<file path="src/rtl/rave_ooo_pkg.sv">
// Shared out-of-order core definitions.
//   PRW / ROBW : tag widths derived from the physical register file and ROB sizes.
//   bcast_t    : one result broadcast (dest phys reg, value, ROB entry). The same
//                struct is consumed by the reservation-station update inputs.
package rave_ooo_pkg;

  localparam int XLEN          = 32;
  localparam int PHYS_REG_SIZE = 256;
  localparam int ROB_SIZE      = 265;
  localparam int PRW           = $clog2(PHYS_REG_SIZE);
  localparam int ROBW          = $clog2(ROB_SIZE);

  typedef struct packed {
    logic [PRW-1:0]  preg;
    logic [XLEN-1:0] val;
    logic [ROBW-1:0] rob;
  } bcast_t;

endpackage

</file>
<file path="src/rtl/bcast_src_fifo.sv">
// Per-source completion buffer: small synchronous FIFO of bcast_t.
//   clk, rst    : clock, synchronous active-high reset
//   flush       : synchronous clear of all entries (push ignored that cycle)
//   push/push_data : write one entry (caller guarantees not full)
//   pop         : drop the head entry (caller guarantees not empty)
//   head        : current head entry, valid while empty=0
//   empty/count : occupancy, count never exceeds DEPTH
module bcast_src_fifo
  import rave_ooo_pkg::*;
#(
  parameter int DEPTH = 2
) (
  input  logic                   clk,
  input  logic                   rst,
  input  logic                   flush,
  input  logic                   push,
  input  bcast_t                 push_data,
  input  logic                   pop,
  output bcast_t                 head,
  output logic                   empty,
  output logic [$clog2(DEPTH):0] count
);

  localparam int PW = $clog2(DEPTH);
  localparam int CW = PW + 1;

  bcast_t        mem_q [DEPTH];
  bcast_t        mem_d [DEPTH];
  logic [PW-1:0] wr_ptr_q, wr_ptr_d;
  logic [PW-1:0] rd_ptr_q, rd_ptr_d;
  logic [CW-1:0] count_q, count_d;

  always_comb begin
    mem_d    = mem_q;
    wr_ptr_d = wr_ptr_q;
    rd_ptr_d = rd_ptr_q;
    count_d  = count_q;
    if (flush) begin
      wr_ptr_d = '0;
      rd_ptr_d = '0;
      count_d  = '0;
    end else begin
      // DEPTH is a power of two, so pointers wrap by natural overflow.
      if (push) begin
        mem_d[wr_ptr_q] = push_data;
        wr_ptr_d        = wr_ptr_q + PW'(1);
      end
      if (pop) begin
        rd_ptr_d = rd_ptr_q + PW'(1);
      end
      case ({push, pop})
        2'b10:   count_d = count_q + CW'(1);
        2'b01:   count_d = count_q - CW'(1);
        default: count_d = count_q;
      endcase
    end
  end

  always_ff @(posedge clk) begin
    if (rst) begin
      wr_ptr_q <= '0;
      rd_ptr_q <= '0;
      count_q  <= '0;
      // Cleared so the head is never X, keeping the broadcast outputs X-free.
      for (int i = 0; i < DEPTH; i++) begin
        mem_q[i] <= '0;
      end
    end else begin
      wr_ptr_q <= wr_ptr_d;
      rd_ptr_q <= rd_ptr_d;
      count_q  <= count_d;
      mem_q    <= mem_d;
    end
  end

  assign head  = mem_q[rd_ptr_q];
  assign empty = (count_q == '0);
  assign count = count_q;

endmodule

</file>
<file path="src/rtl/result_bcast_arb.sv">
// Result/wakeup broadcast producer.
// Collects completions from NUM_SRC functional units (valid/ready), buffers each
// source in its own FIFO and round-robin arbitrates one registered broadcast per
// cycle onto update_valid/update_reg/update_val/update_rob.
//   clk, rst      : clock, synchronous active-high reset (overrides flush)
//   src_valid     : per-source completion valid
//   src_ready     : per-source FIFO has room (registered occupancy only)
//   src_reg/val/rob : packed per-source result fields, source i at [i*W +: W]
//   flush         : discard every buffered result, restart arbitration at source 0
//   update_*      : registered broadcast; data holds when no broadcast issues
module result_bcast_arb
  import rave_ooo_pkg::*;
#(
  parameter int NUM_SRC    = 4,
  parameter int FIFO_DEPTH = 2
) (
  input  logic                    clk,
  input  logic                    rst,
  input  logic [NUM_SRC-1:0]      src_valid,
  output logic [NUM_SRC-1:0]      src_ready,
  input  logic [NUM_SRC*PRW-1:0]  src_reg,
  input  logic [NUM_SRC*XLEN-1:0] src_val,
  input  logic [NUM_SRC*ROBW-1:0] src_rob,
  input  logic                    flush,
  output logic                    update_valid,
  output logic [PRW-1:0]          update_reg,
  output logic [XLEN-1:0]         update_val,
  output logic [ROBW-1:0]         update_rob
);

  localparam int RRW = $clog2(NUM_SRC);
  localparam int CW  = $clog2(FIFO_DEPTH) + 1;

  bcast_t             head_w  [NUM_SRC];
  logic [CW-1:0]      count_w [NUM_SRC];
  logic [NUM_SRC-1:0] empty_w;
  logic [NUM_SRC-1:0] push_w;
  logic [NUM_SRC-1:0] pop_w;

  logic               grant_valid;
  logic [RRW-1:0]     winner;
  logic [RRW-1:0]     cand;

  logic [RRW-1:0]     rr_ptr_q, rr_ptr_d;
  logic               update_valid_q, update_valid_d;
  bcast_t             upd_q, upd_d;

  genvar gi;
  generate
    for (gi = 0; gi < NUM_SRC; gi++) begin : g_src
      bcast_t in_w;
      assign in_w.preg = src_reg[gi*PRW +: PRW];
      assign in_w.val  = src_val[gi*XLEN +: XLEN];
      assign in_w.rob  = src_rob[gi*ROBW +: ROBW];

      // Ready comes from the registered count only: a pop this cycle does not
      // free a slot until the next cycle.
      assign src_ready[gi] = (count_w[gi] < CW'(FIFO_DEPTH));

      // Physical register 0 carries no wakeup: the handshake completes but the
      // result is never stored. Transfers in a flush cycle are discarded.
      assign push_w[gi] = src_valid[gi] & src_ready[gi] & ~flush & (in_w.preg != '0);
      assign pop_w[gi]  = grant_valid & (winner == RRW'(gi));

      bcast_src_fifo #(
        .DEPTH(FIFO_DEPTH)
      ) u_fifo (
        .clk      (clk),
        .rst      (rst),
        .flush    (flush),
        .push     (push_w[gi]),
        .push_data(in_w),
        .pop      (pop_w[gi]),
        .head     (head_w[gi]),
        .empty    (empty_w[gi]),
        .count    (count_w[gi])
      );
    end
  endgenerate

  // Round-robin search: first non-empty source at or after rr_ptr, wrapping.
  always_comb begin
    grant_valid = 1'b0;
    winner      = '0;
    cand        = rr_ptr_q;
    for (int k = 0; k < NUM_SRC; k++) begin
      if (!grant_valid && !empty_w[cand]) begin
        grant_valid = 1'b1;
        winner      = cand;
      end
      cand = (cand == RRW'(NUM_SRC - 1)) ? '0 : cand + RRW'(1);
    end
  end

  always_comb begin
    rr_ptr_d       = rr_ptr_q;
    update_valid_d = 1'b0;
    upd_d          = upd_q;
    if (flush) begin
      rr_ptr_d = '0;
    end else if (grant_valid) begin
      update_valid_d = 1'b1;
      upd_d          = head_w[winner];
      rr_ptr_d       = (winner == RRW'(NUM_SRC - 1)) ? '0 : winner + RRW'(1);
    end
  end

  always_ff @(posedge clk) begin
    if (rst) begin
      rr_ptr_q       <= '0;
      update_valid_q <= 1'b0;
      upd_q          <= '0;
    end else begin
      rr_ptr_q       <= rr_ptr_d;
      update_valid_q <= update_valid_d;
      upd_q          <= upd_d;
    end
  end

  assign update_valid = update_valid_q;
  assign update_reg   = upd_q.preg;
  assign update_val   = upd_q.val;
  assign update_rob   = upd_q.rob;

endmodule

</file>
<file path="config.mk">
export PLATFORM = sky130hd
export DESIGN_NAME = result_bcast_arb
export DESIGN_NICKNAME = d
export VERILOG_FILES = /design/src/rtl/rave_ooo_pkg.sv /design/src/rtl/bcast_src_fifo.sv /design/src/rtl/result_bcast_arb.sv
export SDC_FILE = /design/constraint.sdc
export NUM_CORES = 1
export LEC_CHECK = 0
export CORE_MARGIN = 2
export CORE_UTILIZATION = 50
export CTS_CLUSTER_DIAMETER = 80
export CTS_CLUSTER_SIZE = 24
export DETAILED_ROUTE_END_ITERATION = 7
export HOLD_SLACK_MARGIN = 0.1
export PLACE_DENSITY = 0.79
export SYNTH_ARGS = -nofsm -noshare
export SYNTH_HDL_FRONTEND = slang
export SYNTH_SLANG_ARGS = --single-unit
</file>
<file path="constraint.sdc">
create_clock -name clk -period 4.1 [get_ports clk]
set_clock_uncertainty 0.1 [all_clocks]
set_input_delay 0.41 -clock clk [delete_from_list [all_inputs] [get_ports clk]]
set_output_delay 0.41 -clock clk [all_outputs]
set_load 0.005 [all_outputs]
</file>
# --- Yosys cells after proc, flatten, opt, wreduce, memory -nomap -nowiden ---
# Cells that the tools add are included.
classes:
  n_addsub: 20
  magnitude_cmp: 21
  eq_ne: 14
  n_mux: 52
  n_bitwise: 26
  n_reduce_logical: 31
op_table:
  columns: ["op", "count"]
  rows:
  - ["$mux W49", 18]
  - ["$bwmux W98", 4]
  - ["$demux W49 S1", 4]
  - ["$bmux W49 S2", 1]
  - ["$reduce_bool A8 Y1", 4]
  - ["$eq A2 B2 Y1 const B", 9]
  - ["$add A2 B1 Y2 const B", 8]
  - ["$and A1 B1 Y1", 16]
  - ["$ge A2 B2 Y1 const B", 8]
  - ["$mux W2", 8]
  - ["$not A1 Y2", 8]
  - ["$pmux W2 S2", 4]
  - ["$lt A2 B3 Y1 const B", 4]
  - ["$eq A2 B1 Y1 const B", 5]
  - ["$logic_not A2 Y1", 5]
  - ["$reduce_and A2 Y1", 5]
  - ["$mux W1", 9]
  - ["$add A1 B1 Y1 const B", 8]
  - ["$bmux W1 S2", 4]
  - ["$lt A2 B1 Y1 const B", 4]
  - ["$lt A2 B2 Y1 const B", 4]
  - ["$reduce_bool A2 Y1", 4]
  - ["$sub A2 B1 Y2 const B", 4]
  - ["$logic_and A1 B1 Y1", 7]
  - ["5 further kinds", 9]
totals:
  reg_bits: 460
  input_bits: 203
  out_inout_bits: 54
  word_cells: 205

# --- Longest topological paths before layout ---
# Gate-level depths: netlist of run 1.
depth:
  ltp_word: 17
  ltp_mapped: 16
  ltp_nobuf: 14

# --- By module ---
# A second synthesis of run 1 with hierarchy kept.
unflattened:
  hier_cells: 2561
  area_unflattened_um2: 21222.9
modules_own_cells:
  columns: ["module", "n_inst", "cells_per_inst", "area_each_um2", "seq_area_each_um2"]
  rows:
  - ["bcast_src_fifo", 4, 501, 4131.5, 2042.0]
  - ["result_bcast_arb", 1, 557, 4697.0, 1041.0]

# --- Worst setup path after synthesis of run 1 ---
# OpenSTA, ideal clock, no wires.
synth_path:
  kind: "flip-flop to flip-flop"
  start: "register rr_ptr_q[1]"
  end: "register g_src[3].u_fifo.count_q[1]"
  setup_time_ns: 0.070
  arrival_ns: 3.125
  t_required_ns: 3.930
  slack_ns: 0.804
  path_stages_with_launch: 16
  n_path_buf: 2
  period_less_slack_ns: 3.296
  cell_sequence: "dfxtp_1 -> ha_1 -> clkbuf_1 -> o21ai_0 -> o32ai_1 -> a21oi_1 -> nand3_2 -> nand2_4 -> clkinv_2 -> buf_2 -> ha_1 -> o21ai_0 -> inv_1 -> ha_1 -> or3_1 -> a21oi_1"
synth_via:
  elab_chain_len: 17
  elab_cells_between_ends: 39
  classes_between: "3 x add/sub; 6 x eq/ne; 20 x mux; 1 x bitwise; 9 x reduce/logical"
synth_rtl:
  columns: ["element", "line_no", "text"]
  rows:
  - ["start: declaration", "result_bcast_arb.sv:44", "logic [RRW-1:0] rr_ptr_q, rr_ptr_d;"]
  - ["start signal: assignment", "result_bcast_arb.sv:114", "rr_ptr_q <= rr_ptr_d;"]
  - ["branches (longest 14 deep; another with $add A2 B1 Y2)", null, null]
  - ["$and A1 B1 Y1 *", "result_bcast_arb.sv:63", "assign pop_w[gi] = grant_valid & (winner == RRW'(gi));"]
  - ["named net g_src[3].u_fifo.pop", "bcast_src_fifo.sv:18", "input logic pop,"]
  - ["$eq A2 B1 Y1 / $eq A2 B2 Y1 (equally long branches)", "bcast_src_fifo.sv:51", "case ({push, pop})"]
  - ["$pmux W2 S2 / $reduce_bool A2 Y1 (equally long branches)", null, null]
  - ["end signal: assignment", "bcast_src_fifo.sv:71", "count_q <= count_d;"]
  - ["end: declaration", "bcast_src_fifo.sv:31", "logic [CW-1:0] count_q, count_d;"]
# Mark *: on every way through the listed nets, which the timed path passes. The select of a mux whose other input is x is not followed.
# A chain may end at the register's enable or synchronous reset.

# --- Worst setup path after layout of run 1 ---
layout_path:
  start: "register rr_ptr_q[0]"
  end: "register upd_q, in the netlist update_rob[5]"
layout_via:
  elab_chain_len: 17
  elab_cells_between_ends: 38
  classes_between: "3 x add/sub; 3 x eq/ne; 22 x mux; 1 x bitwise; 9 x reduce/logical"
layout_rtl:
  columns: ["element", "line_no", "text"]
  rows:
  - ["branches (longest 17 deep; another with $add A2 B1 Y2)", null, null]
  - ["end signal: assignment", "result_bcast_arb.sv:116", "upd_q <= upd_d;"]
  - ["end: declaration", "result_bcast_arb.sv:46", "bcast_t upd_q, upd_d;"]
# Several ways; the timed one is not identified. The select of a mux whose other input is x is not followed.

==> impl_metrics.yaml, run 1 <==
run_status:
  status: "complete, no violations"
setup_path:
  crit_path_end_kind: "flop"
  crit_type: "reg -> reg"
  crit_path_start_kind: "flop"
  critPathMaxFanout: 90
  arrival_ns: 3.93
  worstPathRequired_ns: 4.46
synthesis:
  synth_area_leader_cell: "dfxtp_1"
  yosysTopAreaCellShare_pct: 47.3
  async_flop_share_pct: 0
  postSynthCellCount: 2452
  synthTopCellsByCount: "nand2_1 (845), dfxtp_1 (460), a21oi_1 (459)"
  syn_area_mm2: 0.0195
  synth-warning-count: 0
  ys_types: 47
  synth_edf_count: 0
  ys_ff_latch: 460
  synth_seq_area_share_pct: 47.3
  synth_nets: 2661
  yosys-top-cells-area: "dfxtp_1 (47%), nand2_1 (16%), a21oi_1 (12%), mux2i_1 (7.4%), clkbuf_1 (2.9%)"
  avgSynthCellArea_um2: 7.94
  yosysMostFrequentCell: "nand2_1"
  synthFlopType: "dfxtp_1"
clock_network:
  htreeDepth: 1
  clockRootBuffer: "clkbuf_16"
  cts_tree: "done"
  cts_num_sinks: 460
  cts_buffer_depth: 3
  cts_buffers: 24
  post_cts_buffers: 0
  clock_latency_ns: 0.57
  path_clk_slew_ns: 0.09
sta:
  rsz0062_at_grt: "false"
  hold_viol_final: 0
  fin_tns_setup_ns: 0
  max_clock_freq_mhz: 280
  setup-violations-final: 0
  slew_headroom_pct: 12.9
  fin_crit_ns: 3.57
  slew_violations: 0
  fin_crit_sh_pct: 87.1
  tightest_slew_ns: 1.31
route:
  drt_wl_total_um: 65700
  vias_per_cell: 5.86
  drt_iter0_markers: 2044
  drc: 0
  dr.pass1.iters: 6
  dr_total_vias: 18218
  wire_per_inst_um: 21.1
  ant_nets: 0
global_routing:
  grt_pass1_vias: 16692
  grt_max_degree: 257
  antenna_found_initial: 2
  grt_first_pass_wirelength_um: 99700
  grt-ovfl-total: 0
  grtUsageTotal_pct: 31.1
finish:
  drive_gt1_share_pct: 4.44
  final_nets: 2792
  postLayoutCellArea_mm2: 0.0230
  nFillCells: 3421
  area_growth_pct: 18.3
  top_register: "g_src.u_fifo.mem_q"
  largest_reg_flops: 392
power:
  irDropWorstVdd_v: 0.000311
  p_per_area_mw_per_mm2: 441
  p_leak_nw: 7.74
  p_seq_share_pct: 48.8
  sw_frac_of_total_pct: 32.4
  power.clock.fraction_pct: 25.6
  power_frac_comb_pct: 25.5
  p_int_mw: 6.87
  p_sw_mw: 3.29
floorplanning:
  ioPinCount: 257
  die_x_um: 201
  row_count: 72
  die_y_um: 201
  core_mm2: 0.0386
  die_area_mm2: 0.0405
  initial_core_util_pct: 50.5
placement:
  placed_area_mm2: 0.0223
  port_buffers: 256
  place.gp.congestion: 0.947
  dp_hpwl_um: 45500
min_path:
  min_path_type: "in -> reg"
flow_run:
  cap_violations: 0
[cells by family (layout without fill, tap and decap cells)]
group / count (synthesis) / count (layout) / share of synthesized area [%]
AOI/OAI and AO/OA: 628 / 628 / 19.1
xor gates and xnor gates: 12 / 12 / 0.540
adders and majority gates: 6 / 6 / 0.385
buffers and inverters: 213 / 349 / 4.56
DFF: 460 / 460 / 47.3
muxes: 152 / 152 / 7.93
other: 0 / 2 / 0
and+or+nand+nor: 981 / 981 / 20.2
[repair_timing]
| item | in CTS | in global routing |
|---|---|---|
| resized for setup | 0 | 0 |
| endpoints found under the hold margin | 23 | 0 |
| hold buffers | 1 | 0 |
[per-layer routing]
layer / global-route usage (%) / part of all wire [%] / vias to the layer above
li1: - / - / 8556
met1: 47.8 / 44 / 8688
met2: 45.3 / 43 / 904
met3: 6.04 / 11 / 70
met4: 5.93 / 2.1 / 0
met5: 0 / 0 / -
[power groups by stage]
stage               combinational, mW  sequential, mW  clock, mW
floorplan                        1.50            4.92          0
global placement                 2.52            5.05          0
detailed placement               2.54            5.06          0
CTS                              2.55            4.96       2.62
global route                     2.76            4.99       2.78
finish                           2.60            4.96       2.61
[cell usage in the layout, fill, tap and decap left out, drive strengths merged, types with 7 or more instances in the layout]
master / count
nor2b: 47
a211oi: 47
or2: 7
o21ai: 14
nor4: 10
nand3: 11
dfxtp: 460
a21oi: 460
buf: 47
inv: 16
mux2i: 143
clkbuf: 25
a221oi: 45
nor2: 36
mux2: 8
clkdlybuf4s50: 255
nor3: 9
a221o: 45
nand2: 847
[path summary, 6_finish.rpt]
check	cells after the start	startpoint	slack, ns	to
setup / recovery	11	rr_ptr_q[0]	0.53	update_rob[5]
setup reg to reg	11	rr_ptr_q[0]	0.53	update_rob[5]
hold / removal	3	src_val[72]	0.31	g_src[2].u_fifo.mem_q[17]
hold reg to reg	2	g_src[2].u_fifo.mem_q[69]	0.35	g_src[2].u_fifo.mem_q[69]
[critical path: stages (launching register included)]
cell	delay, ns
dfxtp_1	0.59
ha_1	0.32
buf_4	0.18
o21ai_0	0.11
a21oi_1	0.09
or3_1	0.38
nand3_2	0.19
nand2_4	0.07
clkinv_2	0.05
buf_4	0.74
a211oi_1	0.22
a221o_1	0.33
[final cells by class]
cell class              count  area, um2  share of cell area (%)
inverters                  15       57.6                   0.250
diodes                      2       5.00                  0.0217
well taps                 518        648                    2.81
clock inverters             6       60.1                   0.261
repair buffers            303       2970                    12.9
clock buffers              25        626                    2.72
flip-flops and latches    460       9220                    40.0
multi-input cells        1779       9460                    41.0
[metrics by stage]
step                hold WS (ns)  std cells  setup slack [ns]  utilization [%]  power [mW]
floorplan                  0.332       2452             0.804                -        6.42
global route               0.321       3108             0.288             59.8        10.5
CTS                        0.307       3106             0.606             59.7        10.1
finish                     0.308       3108             0.529             59.8        10.2
global placement           0.337       3074             0.700             57.9        7.57
detailed placement         0.343       3074             0.627             57.9        7.60
No activity file was read; power rests on OpenSTA's default activity.
==> inputs of run 2 (changes only) <==
--- a/config.mk
+++ b/config.mk
@@ -5,11 +5,13 @@
 export SDC_FILE = /design/constraint.sdc
 export NUM_CORES = 1
 export LEC_CHECK = 0
+export ABC_AREA = 1
 export CORE_MARGIN = 2
 export CORE_UTILIZATION = 50
 export CTS_CLUSTER_DIAMETER = 80
 export CTS_CLUSTER_SIZE = 24
 export DETAILED_ROUTE_END_ITERATION = 7
+export GPL_TIMING_DRIVEN = 0
 export HOLD_SLACK_MARGIN = 0.1
 export PLACE_DENSITY = 0.79
 export SYNTH_ARGS = -nofsm -noshare
==> run 2 against run 1 <==
Effect of this change:
- clock power up 11%
- largest power group is now combinational cells
- global-route usage up 3.2 points
- critical path type unchanged
- die area up 5.6%
- first-iteration DRC count up 33%
==> impl_metrics.yaml, run 2 <==
run_status:
  status: "complete, no violations"
setup_path:
  critPathMaxFanout: 10
  cp_slowest_cell: "ha_1"
  cpMostUsedCell: "ha_1"
  crit_path_end_kind: "flop"
  worstPathRequired_ns: 4.47
  crit_type: "reg -> reg"
  crit_path_start_kind: "flop"
  arrival_ns: 4.02
  cp_slowest_stage_delay_ns: 0.44
  path_cells: "ha_1 > inv_1 > nor2_1 > nor2_2 > a21oi_2 > nand4_4 > nand3_2 > buf_4 > buf_2 > ha_1 > nand2_1 > inv_1 > ha_1 > a21oi_1 > o21ai_0 > o21ai_0 > a21oi_1"
synthesis:
  ys_ff_latch: 460
  synth_area_leader_cell: "dfxtp_1"
  yosys-top-cells-area: "dfxtp_1 (45%), o21ai_0 (15%), nand2_1 (9.0%), a21oi_1 (8.8%), inv_1 (7.6%)"
  syn_area_mm2: 0.0206
  postSynthCellCount: 2983
  yosysTopAreaCellShare_pct: 44.7
  synth_nets: 3192
  avgSynthCellArea_um2: 6.90
  synthFlopType: "dfxtp_1"
  synthTopCellsByCount: "o21ai_0 (598), nand2_1 (495), dfxtp_1 (460)"
  async_flop_share_pct: 0
  synth_edf_count: 0
  ys_types: 31
  synth-warning-count: 0
  yosysMostFrequentCell: "o21ai_0"
  synth_seq_area_share_pct: 44.7
finish:
  area_growth_pct: 19.6
  antenna_cells: 0
  final_nets: 3476
  drive_gt1_share_pct: 3.82
  top_register: "g_src.u_fifo.mem_q"
  largest_reg_flops: 392
  final_common_cell: "o21ai_0"
  most-common-layout-cells: "o21ai_0 (598), nand2_1 (495), dfxtp_1 (460)"
  nFillCells: 3764
global_routing:
  grt_pass1_vias: 19761
  grtUsageTotal_pct: 34.3
  antenna_found_initial: 1
  grt_first_pass_wirelength_um: 112000
  grt-ovfl-total: 0
  grt_max_degree: 25
power:
  p_per_area_mw_per_mm2: 757
  totalPowerFinal_mw: 18.6
  p_leak_nw: 9.58
  irDropWorstVdd_v: 0.000403
route:
  dr.pass1.iters: 7
  drt_wl_total_um: 75500
  wl_met1_um: 31200
  wl_met2_um: 33100
  drc: 0
  vias_per_cell: 5.65
  routed.top_layer: "met5"
  drt_iter0_markers: 2712
  wl_met3_um: 7680
  ant_nets: 0
  wire_per_inst_um: 19.8
  dr_total_vias: 21509
sta:
  fin_tns_setup_ns: 0
  rsz0062_at_grt: "false"
  slew_headroom_pct: 36.0
  fin_crit_sh_pct: 89.0
  fin_crit_ns: 3.65
  setup-violations-final: 0
  tightest_slew_ns: 0.961
  slew_violations: 0
  max_clock_freq_mhz: 274
  hold_viol_final: 0
placement:
  place.gp.congestion: 1.00
  port_buffers: 256
  dp_hpwl_um: 58400
floorplanning:
  die_area_mm2: 0.0428
  initial_core_util_pct: 50.6
  die_y_um: 207
  row_count: 74
  die_x_um: 207
  core_mm2: 0.0407
  ioPinCount: 257
clock_network:
  cts_buffers: 26
  clock_latency_ns: 0.59
  htreeDepth: 1
  cts_buffer_depth: 3
  cts_tree: "done"
  clockRootBuffer: "clkbuf_16"
  cts_hold_buf: 0
  path_clk_slew_ns: 0.09
  post_cts_buffers: 0
  cts_num_sinks: 460
  post_cts_resized: 0
flow_run:
  cap_violations: 0
min_path:
  min_path_type: "in -> reg"
[run 2: kinds of logic after synthesis]
logic type                 count (synthesis)  share of synthesized area [%]
AOI/OAI and AO/OA                        962                           23.4
and+or+nand+nor                          901                           19.1
buffers and inverters                    652                           12.3
DFF                                      460                           44.7
adders and majority gates                  6                          0.365
xor gates and xnor gates                   1                         0.0425
muxes                                      1                         0.0486
[run 2: final timing paths]
kind                                                 from                         to  slack [ns]  depth (start not counted)
worst max-delay path                          rr_ptr_q[0]   g_src[3].u_fifo.count[1]        0.45                         17
worst min-delay path                          src_val[12]  g_src[0].u_fifo.mem_q[70]        0.34                          3
worst max register to register                rr_ptr_q[0]   g_src[3].u_fifo.count[1]        0.45                         17
worst min register to register  g_src[1].u_fifo.mem_q[68]  g_src[1].u_fifo.mem_q[68]        0.34                          2
[run 2: final cells by class]
type	instances	area, um2	share of cell area [%]
Buffer	224	935	3.79
Clock buffer	27	676	2.74
Clock inverter	10	135	0.549
Inverter	428	1610	6.52
Multi-Input combinational cell	1871	8840	35.9
Sequential cell	460	9210	37.4
Tap cell	532	666	2.70
Timing Repair Buffer	256	2560	10.4
[run 2: metal layers]
metal  global-route usage (%)  vias up
met5                        0        -
met3                     4.13      159
met2                     54.1     1156
met4                     14.6        2
li1                         -    10184
met1                     47.5    10008
[run 2: worst max-delay path, delay by kind of cell, from the launching register on]
| kind | cells | cell delay (ns) |
|---|---|---|
| AOI/OAI and AO/OA | 5 | 0.67 |
| adders and majority gates | 3 | 0.87 |
| buffers and inverters | 4 | 0.72 |
| DFF | 1 | 0.40 |
| and+or+nand+nor | 5 | 0.78 |
[run 2: report_power, final]
group	total, mW	internal, mW	leakage (nW)	switching (mW)
logic	10.5	3.33	5.43	7.13
clock network	2.90	1.30	0.393	1.61
registers	5.27	4.95	3.76	0.318
total	18.6	9.58	9.58	9.06
[run 2: stage by stage]
| step | cells | setup slack, ns | hold slack, ns | area, um2 | util [%] |
|---|---|---|---|---|---|
| 4_1_cts | 3808 | 0.550 | 0.320 | 24600 | 60.5 |
| 2_1_floorplan | 2983 | 1.12 | 0.320 | 20600 | - |
| 3_3_place_gp | 3771 | 0.588 | 0.327 | 23800 | 58.5 |
| 5_1_grt | 3808 | 0.276 | 0.341 | 24600 | 60.5 |
| 3_5_place_dp | 3771 | 0.541 | 0.332 | 23800 | 58.5 |
| 6_report | 3808 | 0.453 | 0.336 | 24600 | 60.5 |
